--- config.mk ---
export PLATFORM = sky130hd
export DESIGN_NAME = mm_seg7_disp
export DESIGN_NICKNAME = d
export VERILOG_FILES = /design/src/rtl/mm_pkg.sv /design/src/rtl/mm_bcd_to_seg7.sv /design/src/rtl/mm_seg7_disp.sv
export SDC_FILE = /design/constraint.sdc
export NUM_CORES = 1
export LEC_CHECK = 0
export CAP_MARGIN = 10
export CORE_MARGIN = 5
export CORE_UTILIZATION = 54
export CTS_BUF_LIST = sky130_fd_sc_hd__clkbuf_16
export DETAILED_ROUTE_END_ITERATION = 6
export GPL_TIMING_DRIVEN = 1
export PLACE_DENSITY = 0.9
export SLEW_MARGIN = 30
export SYNTH_ARGS = -nofsm -noshare
export SYNTH_HDL_FRONTEND = slang
export SYNTH_SLANG_ARGS = --single-unit
--- constraint.sdc ---
create_clock -name clk -period 4.05 [get_ports clk]
set_input_delay 0.6075 -clock clk [delete_from_list [all_inputs] [get_ports clk]]
set_output_delay 0.6075 -clock clk [all_outputs]
set_load 0.01 [all_outputs]
--- src/rtl/mm_pkg.sv ---
`default_nettype none
// ============================================================================
//  Module      : mm_pkg
//  Description : Shared types and constants for the mm display path:
//                digit index type, active-low 7-segment glyph table and
//                special segment patterns (blank, dash).
//  Ports       : none (package)
//  Revision    : 1.0  initial release
// ============================================================================
package mm_pkg;

   typedef logic [1:0] digit_idx_t;

   // Active-low segment patterns, bit0 = a ... bit6 = g
   localparam logic [6:0] SEG_BLANK = 7'h7F;
   localparam logic [6:0] SEG_DASH  = 7'h3F;

   localparam logic [6:0] SEG_LUT [0:9] = '{
      7'b1000000,   // 0
      7'b1111001,   // 1
      7'b0100100,   // 2
      7'b0110000,   // 3
      7'b0011001,   // 4
      7'b0010010,   // 5
      7'b0000010,   // 6
      7'b1111000,   // 7
      7'b0000000,   // 8
      7'b0010000    // 9
   };

endpackage
`default_nettype wire

--- src/rtl/mm_bcd_to_seg7.sv ---
`default_nettype none
// ============================================================================
//  Module      : mm_bcd_to_seg7
//  Description : Combinational BCD nibble to active-low 7-segment decoder.
//                Non-decimal nibbles (A-F) render as a dash.
//  Ports       : nib_i [3:0]  BCD nibble in
//                seg_o [6:0]  active-low segments, bit0 = a ... bit6 = g
//  Revision    : 1.0  initial release
// ============================================================================
module mm_bcd_to_seg7
   import mm_pkg::*;
(
   input  logic [3:0] nib_i,
   output logic [6:0] seg_o
);

   always_comb begin
      seg_o = SEG_DASH;
      if (nib_i < 4'd10) begin
         seg_o = SEG_LUT[nib_i];
      end
   end

endmodule
`default_nettype wire

--- src/rtl/mm_seg7_disp.sv ---
`default_nettype none
// ============================================================================
//  Module      : mm_seg7_disp
//  Description : Latches a 4-digit BCD result (hold / clear) and scans it
//                onto a 4-digit common-anode 7-segment display with
//                leading-zero blanking, selectable decimal point and dash
//                indication for non-decimal nibbles. All pins registered.
//  Ports       : clk, rst_n          clock, async active-low reset
//                clr_i               clear latched value
//                hold_i              freeze latched value, drop updates
//                lz_blank_i          enable leading-zero blanking
//                dp_sel_i [1:0]      0 = no DP, k = DP on digit k
//                din_bcd_i [15:0]    BCD value, [3:0] = rightmost digit
//                din_update_i        single-cycle valid strobe
//                disp_val_o [15:0]   latched display value
//                an_o [3:0]          anode enables, active low
//                seg_o [6:0]         segments, active low
//                dp_o                decimal point, active low
//  Revision    : 1.0  initial release
// ============================================================================
module mm_seg7_disp
   import mm_pkg::*;
#(
   parameter int REFRESH_DIV = 100000
)(
   input  logic        clk,
   input  logic        rst_n,
   input  logic        clr_i,
   input  logic        hold_i,
   input  logic        lz_blank_i,
   input  logic [1:0]  dp_sel_i,
   input  logic [15:0] din_bcd_i,
   input  logic        din_update_i,
   output logic [15:0] disp_val_o,
   output logic [3:0]  an_o,
   output logic [6:0]  seg_o,
   output logic        dp_o
);

   localparam int CNT_W = $clog2(REFRESH_DIV);
   localparam logic [CNT_W-1:0] CNT_LAST = CNT_W'(REFRESH_DIV - 1);

   logic [15:0]      disp_val_q, disp_val_d;
   logic [CNT_W-1:0] cnt_q, cnt_d;
   digit_idx_t       idx_q, idx_d;
   logic [3:0]       an_q, an_d;
   logic [6:0]       seg_q, seg_d;
   logic             dp_q, dp_d;

   logic             w_tick;
   logic [3:0]       w_nib;
   logic [6:0]       w_glyph;
   logic [3:0]       w_zero;
   logic [3:0]       w_lead;
   logic             w_blank;

   // Single decoder on the currently scanned nibble
   assign w_nib = disp_val_q[{idx_q, 2'b00} +: 4];

   mm_bcd_to_seg7 u_dec (
      .nib_i (w_nib),
      .seg_o (w_glyph)
   );

   genvar g;
   generate
      for (g = 0; g < 4; g++) begin : g_zero
         assign w_zero[g] = (disp_val_q[4*g +: 4] == 4'd0);
      end
   endgenerate

   // w_lead[i]: every nibble from the leftmost down to digit i is zero.
   // Digit 0 never qualifies, so it is never blanked.
   assign w_lead[3] = w_zero[3];
   assign w_lead[2] = w_lead[3] & w_zero[2];
   assign w_lead[1] = w_lead[2] & w_zero[1];
   assign w_lead[0] = 1'b0;

   // Digits at or right of the DP digit carry significance and stay lit
   assign w_blank = lz_blank_i && w_lead[idx_q] &&
                    ((dp_sel_i == 2'd0) || (idx_q > dp_sel_i));

   assign w_tick = (cnt_q == CNT_LAST);

   always_comb begin
      // Latch: clear beats update, update is dropped while holding
      disp_val_d = disp_val_q;
      if (clr_i) begin
         disp_val_d = 16'h0000;
      end else if (din_update_i && !hold_i) begin
         disp_val_d = din_bcd_i;
      end

      cnt_d = w_tick ? '0 : cnt_q + 1'b1;
      idx_d = w_tick ? idx_q + 2'd1 : idx_q;

      an_d  = ~(4'b0001 << idx_q);
      seg_d = w_blank ? SEG_BLANK : w_glyph;
      dp_d  = !((dp_sel_i != 2'd0) && (idx_q == dp_sel_i));
   end

   always_ff @(posedge clk or negedge rst_n) begin
      if (!rst_n) begin
         disp_val_q <= 16'h0000;
         cnt_q      <= '0;
         idx_q      <= 2'd0;
         an_q       <= 4'hF;
         seg_q      <= SEG_BLANK;
         dp_q       <= 1'b1;
      end else begin
         disp_val_q <= disp_val_d;
         cnt_q      <= cnt_d;
         idx_q      <= idx_d;
         an_q       <= an_d;
         seg_q      <= seg_d;
         dp_q       <= dp_d;
      end
   end

   assign disp_val_o = disp_val_q;
   assign an_o       = an_q;
   assign seg_o      = seg_q;
   assign dp_o       = dp_q;

endmodule
`default_nettype wire
After elaboration in Yosys (flattened, before gate mapping). Memories as Yosys holds them, arrays and structs flattened. Cells that the tools add are included.

Memories: 1. Input port bits: 24. ROM bits: 112. Flip-flop bits (word level): 47. Logic and storage cells: 43.

Memories: (no name shown) (depth 16, bits a word 7, rd ports 1, clocked after Yosys merged registers in 0, wr ports 0, RTL line mm_bcd_to_seg7.sv:20) `seg_o = SEG_LUT[nib_i];`.

Eq/ne operators: 2. Reductions and logical operators: 13. Mux-type cells: 9. Shift-type cells: 2. Bitwise gates (word level): 4. Add/sub/neg operators: 2. Magnitude comparators: 4.

Operators by type and width (count): 16-bit 2-to-1 mux (2); 7-bit 2-to-1 mux (4); 17-bit by 1-bit adder with 17-bit output (second input constant) (1); 17-bit == test (second input constant) (1); 17-bit 2-to-1 mux (1); 16-bit by 5-bit indexed part select with 4-bit output (1); 4-bit zero test (3); 5-bit >= comparator (second input constant) (1); 4-bit inverter with 5-bit output (1); 1-bit logical AND (4); 4-bit < comparator (second input constant) (1); 4-bit inverter (1); 2-bit nonzero test (2); 1-bit by 2-bit left shift with 4-bit output (first input constant) (1); 2-bit by 3-bit < comparator with 1-bit output (second input constant) (1); 2-bit by 1-bit adder with 2-bit output (second input constant) (1); 1-bit AND (2); 1-bit binary-select mux with 2-bit select (1); 2-bit == test (1); 2-bit greater-than comparator (1); 1-bit zero test (2); 2-bit zero test (1); 1-bit logical OR (1); 1-bit 2-to-1 mux (1).

Depth between registers and ports, before layout. Gate-level depths: netlist (run 1).

Depth after elaboration: 8. Gate-level depth with buffers: 8. Mapped depth without buffers: 7.

Cells and area by module. Synthesis (run 1) repeated with hierarchy kept, for this count alone.

Cells, all modules: 228. Area total of the unflattened synthesis: 2401.1 um^2.

By module, submodules not included: mm_seg7_disp (area each 2177.1 um^2, cells each 200, instances 1, sequential area each 1191.1 um^2); mm_bcd_to_seg7 (area each 224.0 um^2, cells each 28, instances 1, sequential area each 0.0 um^2).

Least setup slack after synthesis (run 1). No wires, ideal clock.

Kind: input port to flip-flop. Start point: input port dp_sel_i[1]. End point: register seg_q[5] (netlist: seg_o[5]). Data required time: 3969 ps. Arrival time: 1789 ps. Stages: 7. Slack: 2179 ps. Path buffers: 1. Cell sequence: inv_1 -> ha_1 -> o211ai_1 -> nand3_1 -> or4_1 -> clkbuf_1 -> o211ai_1.

Word-level cells in the longest chain between the ends: 4. Elaborated cells between the ends (all ways): 5.

RTL lines: from (decl) (RTL line mm_seg7_disp.sv:31) `input logic [1:0] dp_sel_i,`; 2-bit greater-than comparator or 2-bit zero test (tied branches) (RTL line mm_seg7_disp.sv:81) `((dp_sel_i == 2'd0) || (idx_q > dp_sel_i));`; 1-bit logical OR * (RTL line mm_seg7_disp.sv:81); 1-bit logical AND * (RTL line mm_seg7_disp.sv:80) `assign w_blank = lz_blank_i && w_lead[idx_q] &&`; 7-bit 2-to-1 mux * (RTL line mm_seg7_disp.sv:98) `seg_d = w_blank ? SEG_BLANK : w_glyph;`; net seg_d[5] (RTL line mm_seg7_disp.sv:47) `logic [6:0] seg_q, seg_d;`; to (signal assigned) (RTL line mm_seg7_disp.sv:115) `seg_q <= seg_d;`; to (decl) (RTL line mm_seg7_disp.sv:47).

The timed path passes the listed nets; every way through them passes the cells marked *. A chain may end at the register's enable or synchronous reset.

Worst setup path in the final report (run 1). Ends and elaborated chain as after synthesis.

==> run summary, run 1 <==
Core footprint -> 4060 sq um
Max-slew violations -> 0
Final worst path period share -> 57.0%
Syn nets -> 260
TritonCTS buffer count -> 5
Pwr Total -> 0.00107 W
Final setup vio count -> 0
Initial antenna violation count -> 0
# hold bufs at CTS -> 0
Inserted Diodes -> 0
DIE HEIGHT -> 75.3 um
Syn. warnings -> 0
Filler cells -> 272
Leak -> 1.27 nW
Register area share after synthesis -> 51.8%
CP Capture Type -> register
CP Data Arrival Time -> 2.52 ns
Post-CTS repair timing setup buffer count -> 0
Setup CP Type -> primary input to register
Post-Synthesis Cells -> 224
DP Wirelength -> 3520 um
CTS tree -> done
WL/cell -> 16.0 um
NumNets Final -> 305
Vias in the first global route -> 1,842
Num rows -> 23
Startpoint Class -> primary input
Worst min path class -> primary input to async pin
Clock Path Buffers -> 2
Hold WS -> 0.325 ns
Power Dens Cells -> 358 nW/um^2
I/O Pins -> 52
Largest net degree at the start of global routing -> 48
Worst-path clk slew -> 0.07 ns
Overall Global Routing Usage -> 19.9%
Initial Util -> 56.7%
TNS Setup -> 0 ns
DR vias/cell -> 5.75
Clock latency on the worst-skew pair -> 0.28 ns
Vias -> 1,841
Worst-Margin Slew -> 0.626 ns
CTS HTree Levels -> 2
Fmax -> 0.433 GHz
Yosys cell types -> 38
I/O Buffers -> 51
RSZ-0062 raised after global routing -> false
Post-Route WL -> 5110 um
Final GP Congestion -> 0.859
Die W -> 75.3 um
Die Area -> 5670 sq um
Clock sink total -> 47
First-pass GRT wire length -> 8520 um
Relative slew slack -> 58.1%
Synth Flop Type -> dfrtp_1
Avg Inst Size Synth -> 10.3 sq um
Peak VDD IR -> 234 uV
TritonRoute pass-1 iters -> 4
Remaining DRCs -> 0
DR iter-0 viols -> 165
Post-cts sizing count -> 0
Max_cap viols -> 0
Critical Path Fanout Max -> 6
Area grow syn2layout -> 29.6%
Clock root buffer -> clkbuf_16
Worst clock skew -> 0.00523 ns
Global route total overflow -> 0
Post-synth EDFFs -> 0
Final Hold Vio Count -> 0
CP Data Required Time -> 4.26 ns
Final min period -> 2.31 ns
Post-synth ARST share -> 100%
Synthesized cell area -> 2300 sq um
ANT nets after route -> 0
Layout cells sized above 1 -> 11.5%
Status -> finished, final reports clean
FF+latch count, synth -> 47
[sequential cells by signal (all words and copies together), names as in the netlist]
register and count:
dp_o 1, an_o 4, idx_q 2, cnt_q 17, seg_o 7, disp_val_o 16
[power by group]
part / switching [W] / internal, W
logic: 0.0000511 / 0.0000580
clock network: 0.000170 / 0.000291
registers: 0.00000925 / 0.000488
[path summary, 6_finish.rpt]
check	to	cells past startpoint	slack, ns	startpoint
max	seg_o[5]$_DFF_PN1_	7	1.74	dp_sel_i[1]
min	disp_val_o[1]$_DFFE_PN0P_	1	0.33	rst_n
max reg2reg	seg_o[5]$_DFF_PN1_	6	1.85	idx_q[0]$_DFFE_PN0N_
min reg2reg	cnt_q[0]$_DFF_PN0_	1	0.49	cnt_q[0]$_DFF_PN0_
max in group asynchronous	an_o[2]$_DFF_PN1_	1	3.34	rst_n
min in group clk	cnt_q[0]$_DFF_PN0_	1	0.49	cnt_q[0]$_DFF_PN0_
[kinds of logic after synthesis]
logic type                 share of synthesized area, %
and+or+nand+nor                                    19.0
muxes                                              4.40
xor gates and xnor gates                           5.33
DFF                                                51.8
adders and majority gates                          6.53
AOI/OAI and AO/OA                                  8.05
buffers and inverters                              4.95
[stage by stage]
stage / instances / worst slack, ns / area, sq um / utilization, %
floorplan: 224 / 2.18 / 2300 / -
CTS: 320 / 1.72 / 2980 / 73.5
finish: 320 / 1.74 / 2980 / 73.5
global route: 320 / 1.66 / 2980 / 73.5
global placement: 312 / 1.61 / 2810 / 69.2
detailed placement: 312 / 1.48 / 2810 / 69.3
[area by class of cell]
class / count / area, sq um / area share, %
inverter: 14 / 52.6 / 1.76
timing repair buffer: 51 / 508 / 17.0
tap: 50 / 62.6 / 2.10
clock inverter: 3 / 43.8 / 1.47
clock buffer: 5 / 125 / 4.20
multi-input combinational: 150 / 998 / 33.5
sequential: 47 / 1190 / 39.9
[per-layer routing]
layer  wire [um]  vias up  GRT usage [%]
li1            -      849              -
met1        2020      902           24.5
met2        2640       72           33.9
met3         313       18           3.34
met4         142        0           9.71
met5           0        -              0
[synthesized netlist by cell type, drive strengths merged (2+ instances only)]
cell type | count | area, sq um
and4 | 4 | 35.0
and3 | 3 | 18.8
a21oi | 20 | 100
o211ai | 2 | 15.0
nand3 | 8 | 40.0
inv | 14 | 52.6
nor3 | 3 | 15.0
dfrtp | 35 | 876
buf | 6 | 35.0
ha | 12 | 150
o21bai | 2 | 15.0
or3 | 2 | 12.5
nand2 | 38 | 143
mux4 | 4 | 90.1
or4 | 2 | 18.8
nor4 | 3 | 33.8
o21ai | 7 | 35.0
clkbuf | 7 | 26.3
dfstp | 12 | 315
nor2b | 3 | 18.8
nor2 | 9 | 33.8
xor2 | 7 | 61.3
nand4 | 5 | 31.3
xnor2 | 7 | 61.3
[cells in the final DEF, fill, tap and decap left out, drive strengths merged]
cell | netlist | layout
and3 | 3 | 3
nand3 | 8 | 8
nand2b | 1 | 1
ha | 12 | 12
o21ai | 7 | 7
o22ai | 1 | 1
clkinv | 0 | 2
nand4b | 1 | 1
nand4 | 5 | 5
o211ai | 2 | 2
and4 | 4 | 4
a21oi | 20 | 20
or2 | 1 | 1
mux2 | 1 | 1
or4 | 2 | 2
buf | 6 | 1
nor3 | 3 | 3
nor4 | 3 | 3
nand2 | 38 | 38
dfrtp | 35 | 35
clkdlybuf4s50 | 0 | 50
or3b | 1 | 1
o21bai | 2 | 2
or3 | 2 | 2
nor2b | 3 | 3
and2 | 1 | 1
xor2 | 7 | 7
xnor2 | 7 | 7
a21o | 1 | 1
dfstp | 12 | 12
nor2 | 9 | 9
a31oi | 1 | 1
clkbuf | 7 | 5
inv | 14 | 14
bufinv | 0 | 1
mux4 | 4 | 4
[worst max-delay path: stages]
cell and delay (ns):
clkdlybuf4s50_1 0.51, inv_1 0.05, ha_1 0.30, o211ai_1 0.17, nand3_1 0.15, or4_1 0.60
o211ai_1 0.13
Note: power is estimated with default switching activity, not from simulation.
==> run 2, diff against run 1 <==
--- a/config.mk
+++ b/config.mk
@@ -7,11 +7,11 @@
 export LEC_CHECK = 0
 export CAP_MARGIN = 10
 export CORE_MARGIN = 5
-export CORE_UTILIZATION = 54
+export CORE_UTILIZATION = 45
 export CTS_BUF_LIST = sky130_fd_sc_hd__clkbuf_16
 export DETAILED_ROUTE_END_ITERATION = 6
 export GPL_TIMING_DRIVEN = 1
-export PLACE_DENSITY = 0.9
+export PLACE_DENSITY = 0.81
 export SLEW_MARGIN = 30
 export SYNTH_ARGS = -nofsm -noshare
 export SYNTH_HDL_FRONTEND = slang
==> constraint.sdc (replaced) <==
create_clock -name clk -period 1.9 [get_ports clk]
set_input_delay 0.285 -clock clk [delete_from_list [all_inputs] [get_ports clk]]
set_output_delay 0.285 -clock clk [all_outputs]
set_load 0.01 [all_outputs]
==> run 2 against run 1 <==
Combinational power grew 130%. Core utilization shrank 11 points. Sequential share of layout area shrank 2.1 points. Critical path depth shrank 1. Register-to-register slack lost 1.7 ns. Setup slack lost 1.6 ns. Largest cell class unchanged.
==> run summary, run 2 (synthesis results as in run 1) <==
DR iter-0 viols -> 58 (-65%)
Dpl cells -> 344 (+10%)
Clock root buffer -> clkbuf_16
Max_cap viols -> 0 (unchanged)
WL/cell -> 14.5 um (-9.2%)
DP Wirelength -> 3860 um (+9.6%)
Worst-path clk slew -> 0.06 ns (about the same)
First-pass GRT wire length -> 8630 um (+1.3%)
CP Data Arrival Time -> 2.00 ns (-0.52 ns)
I/O Pins -> 52 (unchanged)
CP Data Required Time -> 2.12 ns (-2.14 ns)
Design area -> 3150 sq um (+5.7%)
Vias in the first global route -> 1,821 (-1.1%)
Fmax -> 0.561 GHz
Final GP Congestion -> 0.849 (-1.2%)
Area grow syn2layout -> 37.0%
Final Hold Vio Count -> 0 (unchanged)
Critical Path Fanout Max -> 6 (unchanged)
Num rows -> 26 (+13%)
Final min period -> 1.78 ns
Most common cell after layout, fill and taps aside -> clkdlybuf4s50_1
Die Area -> 6640 sq um (+17%)
Clock sink total -> 47 (unchanged)
Final setup vio count -> 0 (unchanged)
Layout cells sized above 1 -> 15.9% (+4.4 points)
TritonCTS buffer count -> 5 (unchanged)
CTS tree -> done
Startpoint Class -> register
Worst clock skew -> 0.00552 ns (+0.000290 ns)
Initial Util -> 45.6% (-11 points)
Post-Route WL -> 5120 um (+0.22%)
Max-slew violations -> 0 (unchanged)
Relative slew slack -> 61.4% (+3.3 points)
Worst-Margin Slew -> 0.578 ns (-0.0482 ns)
RSZ-0062 raised after global routing -> false
Largest net degree at the start of global routing -> 26 (-46%)
Global route total overflow -> 0 (unchanged)
Layout Cells excl Fill -> 353 (+10%)
Remaining DRCs -> 0 (unchanged)
Number of flip-flops in the largest register -> 17 (unchanged)
Largest reg by FF count -> cnt_q
CP Capture Type -> register
I/O Buffers -> 51 (unchanged)
Clock latency on the worst-skew pair -> 0.29 ns (about the same)
NumNets Final -> 318 (+4.3%)
Commonest cells after routing, fill and taps aside -> clkdlybuf4s50_1, nand2_1, dfrtp_1
CTS HTree Levels -> 2 (unchanged)
Core footprint -> 5040 sq um (+24%)
Status -> finished, final reports clean
Vias -> 1,836 (-0.27%)
Final worst path period share -> 93.9%
Setup CP Type -> register to register
Inserted Diodes -> 0 (unchanged)
Leak -> 1.35 nW (+6.3%)
Peak VDD IR -> 474 uV (+100%)
ANT nets after route -> 0 (unchanged)
Die W -> 81.5 um (+8.3%)
Slowest stage cell on the critical path -> mux4_2
Critical path cell sequence -> buf_12 -> mux4_2 -> inv_2 -> ha_1 -> o22ai_1 -> nand2_1
Worst min path class -> register to register
Clock Path Buffers -> 2 (unchanged)
Initial antenna violation count -> 0 (unchanged)
CP peak stage delay -> 0.57 ns (-0.03 ns)
DIE HEIGHT -> 81.5 um (+8.3%)
Post-Place Cell Area -> 2950 sq um (+4.8%)
TritonRoute pass-1 iters -> 4 (unchanged)
DR vias/cell -> 5.20 (-9.6%)
Power Dens Cells -> 764 nW/um^2 (+110%)
Overall Global Routing Usage -> 17.2% (-2.7 points)
run 2: what timing repair did:
action	in CTS	in global routing
setup endpoints to repair	0	6
endpoints found under the hold margin	11	0
setup buffers	0	0
gates resized for setup	0	5
hold buffers	1	0
run 2: area by class of cell:
type | instances | area [sq um]
fillers | 410 | 1890
flip-flops and latches | 47 | 1190
multi-input cells | 150 | 1000
repair buffers | 64 | 631
clock buffers | 5 | 125
well taps | 70 | 87.6
clock inverters | 3 | 63.8
inverters | 14 | 52.6
run 2: power by group:
part / total [W] / switching (W) / internal, W / leakage [nW]
registers: 0.00106 / 0.0000207 / 0.00104 / 0.592
logic: 0.000246 / 0.000111 / 0.000135 / 0.665
clock network: 0.00110 / 0.000355 / 0.000748 / 0.0952
run 2: worst paths after layout:
check | startpoint | to | slack, ns | cells past startpoint
min in group asynchronous | rst_n | disp_val_o[10]$_DFFE_PN0P_ | 0.51 | 2
worst max-delay path | idx_q[0]$_DFFE_PN0N_ | seg_o[1]$_DFF_PN1_ | 0.12 | 6
max in group asynchronous | rst_n | seg_o[6]$_DFF_PN1_ | 0.80 | 3
worst max register to register | idx_q[0]$_DFFE_PN0N_ | seg_o[1]$_DFF_PN1_ | 0.12 | 6
worst min register to register | cnt_q[0]$_DFF_PN0_ | cnt_q[0]$_DFF_PN0_ | 0.49 | 1
worst min-delay path | cnt_q[0]$_DFF_PN0_ | cnt_q[0]$_DFF_PN0_ | 0.49 | 1
run 2: per-layer routing:
layer  global-route usage (%)  up-vias  share of wire, %
li1                         -      875                 -
met1                     20.7      900                41
met2                     30.1       53                51
met3                     4.28        8               5.7
met4                     5.57        0               1.9
met5                        0        -                 0
run 2: metrics by stage:
stage               power (W)  util, %  setup WS [ns]  hold WS, ns  setup TNS (ns)
floorplan             0.00116        -         0.0322      -0.0106               0
detailed placement    0.00132     58.5         -0.267        0.291           -1.39
global route          0.00250     62.5       0.000576        0.509               0
finish                0.00241     62.5          0.116        0.494               0
CTS                   0.00243     62.4         0.0173        0.495               0
global placement      0.00131     58.5         -0.186        0.286          -0.939
run 2: worst max-delay path: cells and delay by family, from the launching register on:
kind	cells	cell delay (ns)
buffers and inverters	2	0.23
multiplexers	1	0.57
AO/OA/AOI/OAI	1	0.18
adder cells (fa/ha/maj)	1	0.25
AND/OR/NAND/NOR	1	0.07
flip-flops	1	0.42
==> run 3, diff against run 2 <==
--- a/config.mk
+++ b/config.mk
@@ -12,7 +12,8 @@
 export DETAILED_ROUTE_END_ITERATION = 6
 export GPL_TIMING_DRIVEN = 1
 export PLACE_DENSITY = 0.81
-export SLEW_MARGIN = 30
+export SKIP_CTS_REPAIR_TIMING = 1
+export SLEW_MARGIN = 10
 export SYNTH_ARGS = -nofsm -noshare
 export SYNTH_HDL_FRONTEND = slang
 export SYNTH_SLANG_ARGS = --single-unit
==> run 3 against run 2 <==
The flow now finishes with violations (hold timing). Core utilization shrank 0.20 points. Final cell count down 0.28%. Highest routed layer unchanged. Largest power group unchanged. First-iteration DRC count up 8.6%. Register-to-register slack is essentially flat. Count of clock-buffer cells in the layout unchanged. Setup slack hardly changed. Clock skew about the same. Combinational power barely moved. Worst hold slack lost 0.52 ns. Sequential power is essentially flat. Non-clock buffer count fell by 1. Largest cell class unchanged. Fmax barely moved.
==> run summary, run 3 (synthesis results as in run 1) <==
Remaining DRCs -> 0 (unchanged)
Vias -> 1,830 (-0.33%)
Pwr Total -> 0.00241 W (about the same)
CP Capture Type -> register
TritonRoute pass-1 iters -> 4 (unchanged)
Pre-CTS WS -> -0.267 ns (unchanged)
Switching Fraction -> 20.2% (about the same)
Filler cells -> 412 (+0.49%)
Clock latency on the worst-skew pair -> 0.29 ns (about the same)
Layout cells sized above 1 -> 16.0% (+0.056 points)
TritonCTS buffer count -> 5 (unchanged)
First-pass GRT wire length -> 8610 um (-0.23%)
I/O Buffers -> 51 (unchanged)
Clock root buffer -> clkbuf_16
DR iter-0 viols -> 63 (+8.6%)
Final min period -> 1.78 ns (-0.000155 ns)
Core footprint -> 5040 sq um (unchanged)
Final worst path period share -> 93.9% (about the same)
Number of flip-flops in the largest register -> 17 (unchanged)
Commonest cells after routing, fill and taps aside -> clkdlybuf4s50_1, nand2_1, dfrtp_1
DR vias/cell -> 5.20 (about the same)
Worst min path class -> primary input to async pin
Clock Path Buffers -> 2 (unchanged)
Largest reg by FF count -> cnt_q
Max-slew violations -> 0 (unchanged)
Most common cell after layout, fill and taps aside -> clkdlybuf4s50_1
Initial Util -> 45.6% (unchanged)
Clock sink total -> 47 (unchanged)
Failing checks -> hold timing
CP Data Required Time -> 2.12 ns (about the same)
CP Data Arrival Time -> 2.00 ns (about the same)
Area grow syn2layout -> 36.5%
Post-Route WL -> 5120 um (-0.12%)
Sw Pwr -> 0.000486 W (about the same)
Die Area -> 6640 sq um (unchanged)
CTS HTree Levels -> 2 (unchanged)
Inserted Diodes -> 0 (unchanged)
Status -> finished, violations left
Sequential power share -> 44.0% (about the same)
DIE HEIGHT -> 81.5 um (unchanged)
Worst-Margin Slew -> 0.570 ns (-0.00743 ns)
WL/cell -> 14.5 um (+0.17%)
Hold WS -> -0.0265 ns (-0.520 ns)
Clock power frac -> 45.8% (about the same)
Leak -> 1.35 nW (-0.31%)
Num rows -> 26 (unchanged)
Critical Path Fanout Max -> 6 (unchanged)
NumNets Final -> 317 (-0.31%)
Largest net degree at the start of global routing -> 26 (unchanged)
Worst clock skew -> 0.00559 ns (+0.0000746 ns)
ANT nets after route -> 0 (unchanged)
Max_cap viols -> 0 (unchanged)
Overall Global Routing Usage -> 17.2% (unchanged)
RSZ-0062 raised after global routing -> false
Combinational power share -> 10.1% (about the same)
Global route total overflow -> 0 (unchanged)
Worst-path clk slew -> 0.06 ns (about the same)
Final setup vio count -> 0 (unchanged)
Vias in the first global route -> 1,816 (-0.27%)
Layout Cells excl Fill -> 352 (-0.28%)
Startpoint Class -> register
Int Power -> 0.00192 W (about the same)
Initial antenna violation count -> 0 (unchanged)
Post-route setup slack -> 0.116 ns (+0.000155 ns)
Fmax -> 0.561 GHz (about the same)
R2r setup slk -> 0.12 ns (about the same)
Relative slew slack -> 61.8% (+0.50 points)
Setup CP Type -> register to register
CTS tree -> done
Final Hold Vio Count -> 11 (+11)
Post-Place Cell Area -> 2950 sq um (unchanged)
Power Dens Cells -> 766 nW/um^2 (+0.25%)
I/O Pins -> 52 (unchanged)
Die W -> 81.5 um (unchanged)
Peak VDD IR -> 474 uV (-0.11%)
Dpl cells -> 344 (unchanged)
Final GP Congestion -> 0.849 (unchanged)
DP Wirelength -> 3860 um (unchanged)
Design area -> 3140 sq um (-0.32%)
==> run 3: changes by cell type in the layout (fill, tap and decap cells not counted), sizes merged <==
cell,before,now
dlygate4sd3,1,0
==> run 3: per-stage QoR <==
step                      hold slack (ns)  TNS, ns  utilization [%]
after global routing               0.0104        0             62.3
final                             -0.0265        0             62.3
after floorplan                   -0.0106        0                -
after detailed placement            0.291    -1.39             58.5
after global placement              0.286   -0.939             58.5
after CTS                         -0.0137        0             62.2
==> run 3: routing by layer <==
layer  share of wire, %  vias to the layer above  track usage, %
met1                 42                      899            20.7
met5                  0                        -               0
met4                1.9                        0            5.41
met2                 51                       50            30.2
li1                   -                      873               -
met3                5.1                        8            4.28
==> run 3: critical path, cell delays in order, from the launching register on <==
cell,delay (ns)
dfrtp_2,0.42
buf_12,0.13
mux4_2,0.57
inv_2,0.10
ha_1,0.25
o22ai_1,0.18
nand2_1,0.07
==> run 3: final timing paths <==
check                                      from                          to  cells after the start
max                        idx_q[0]$_DFFE_PN0N_          seg_o[1]$_DFF_PN1_                      6
max in group asynchronous                 rst_n          seg_o[6]$_DFF_PN1_                      2
min in group clk             cnt_q[0]$_DFF_PN0_          cnt_q[0]$_DFF_PN0_                      1
min reg2reg                  cnt_q[0]$_DFF_PN0_          cnt_q[0]$_DFF_PN0_                      1
max reg2reg                idx_q[0]$_DFFE_PN0N_          seg_o[1]$_DFF_PN1_                      6
min                                       rst_n  disp_val_o[14]$_DFFE_PN0P_                      1
==> run 3: cell type report <==
type                    instances  area (sq um)  area share (%)
well taps                      70          87.6            2.79
multi-input cells             150          1000            31.8
clock buffers                   5           125            3.98
inverters                      14          52.6            1.67
repair buffers                 63           621            19.8
clock inverters                 3          63.8            2.03
flip-flops and latches         47          1190            38.0
==> run 3: power groups by stage <==
stage / registers [W] / logic (W) / clock network [W]
finish: 0.00106 / 0.000244 / 0.00110
global route: 0.00106 / 0.000269 / 0.00117
CTS: 0.00106 / 0.000247 / 0.00112
detailed placement: 0.00108 / 0.000245 / 0
global placement: 0.00108 / 0.000239 / 0
floorplan: 0.00109 / 0.0000758 / 0
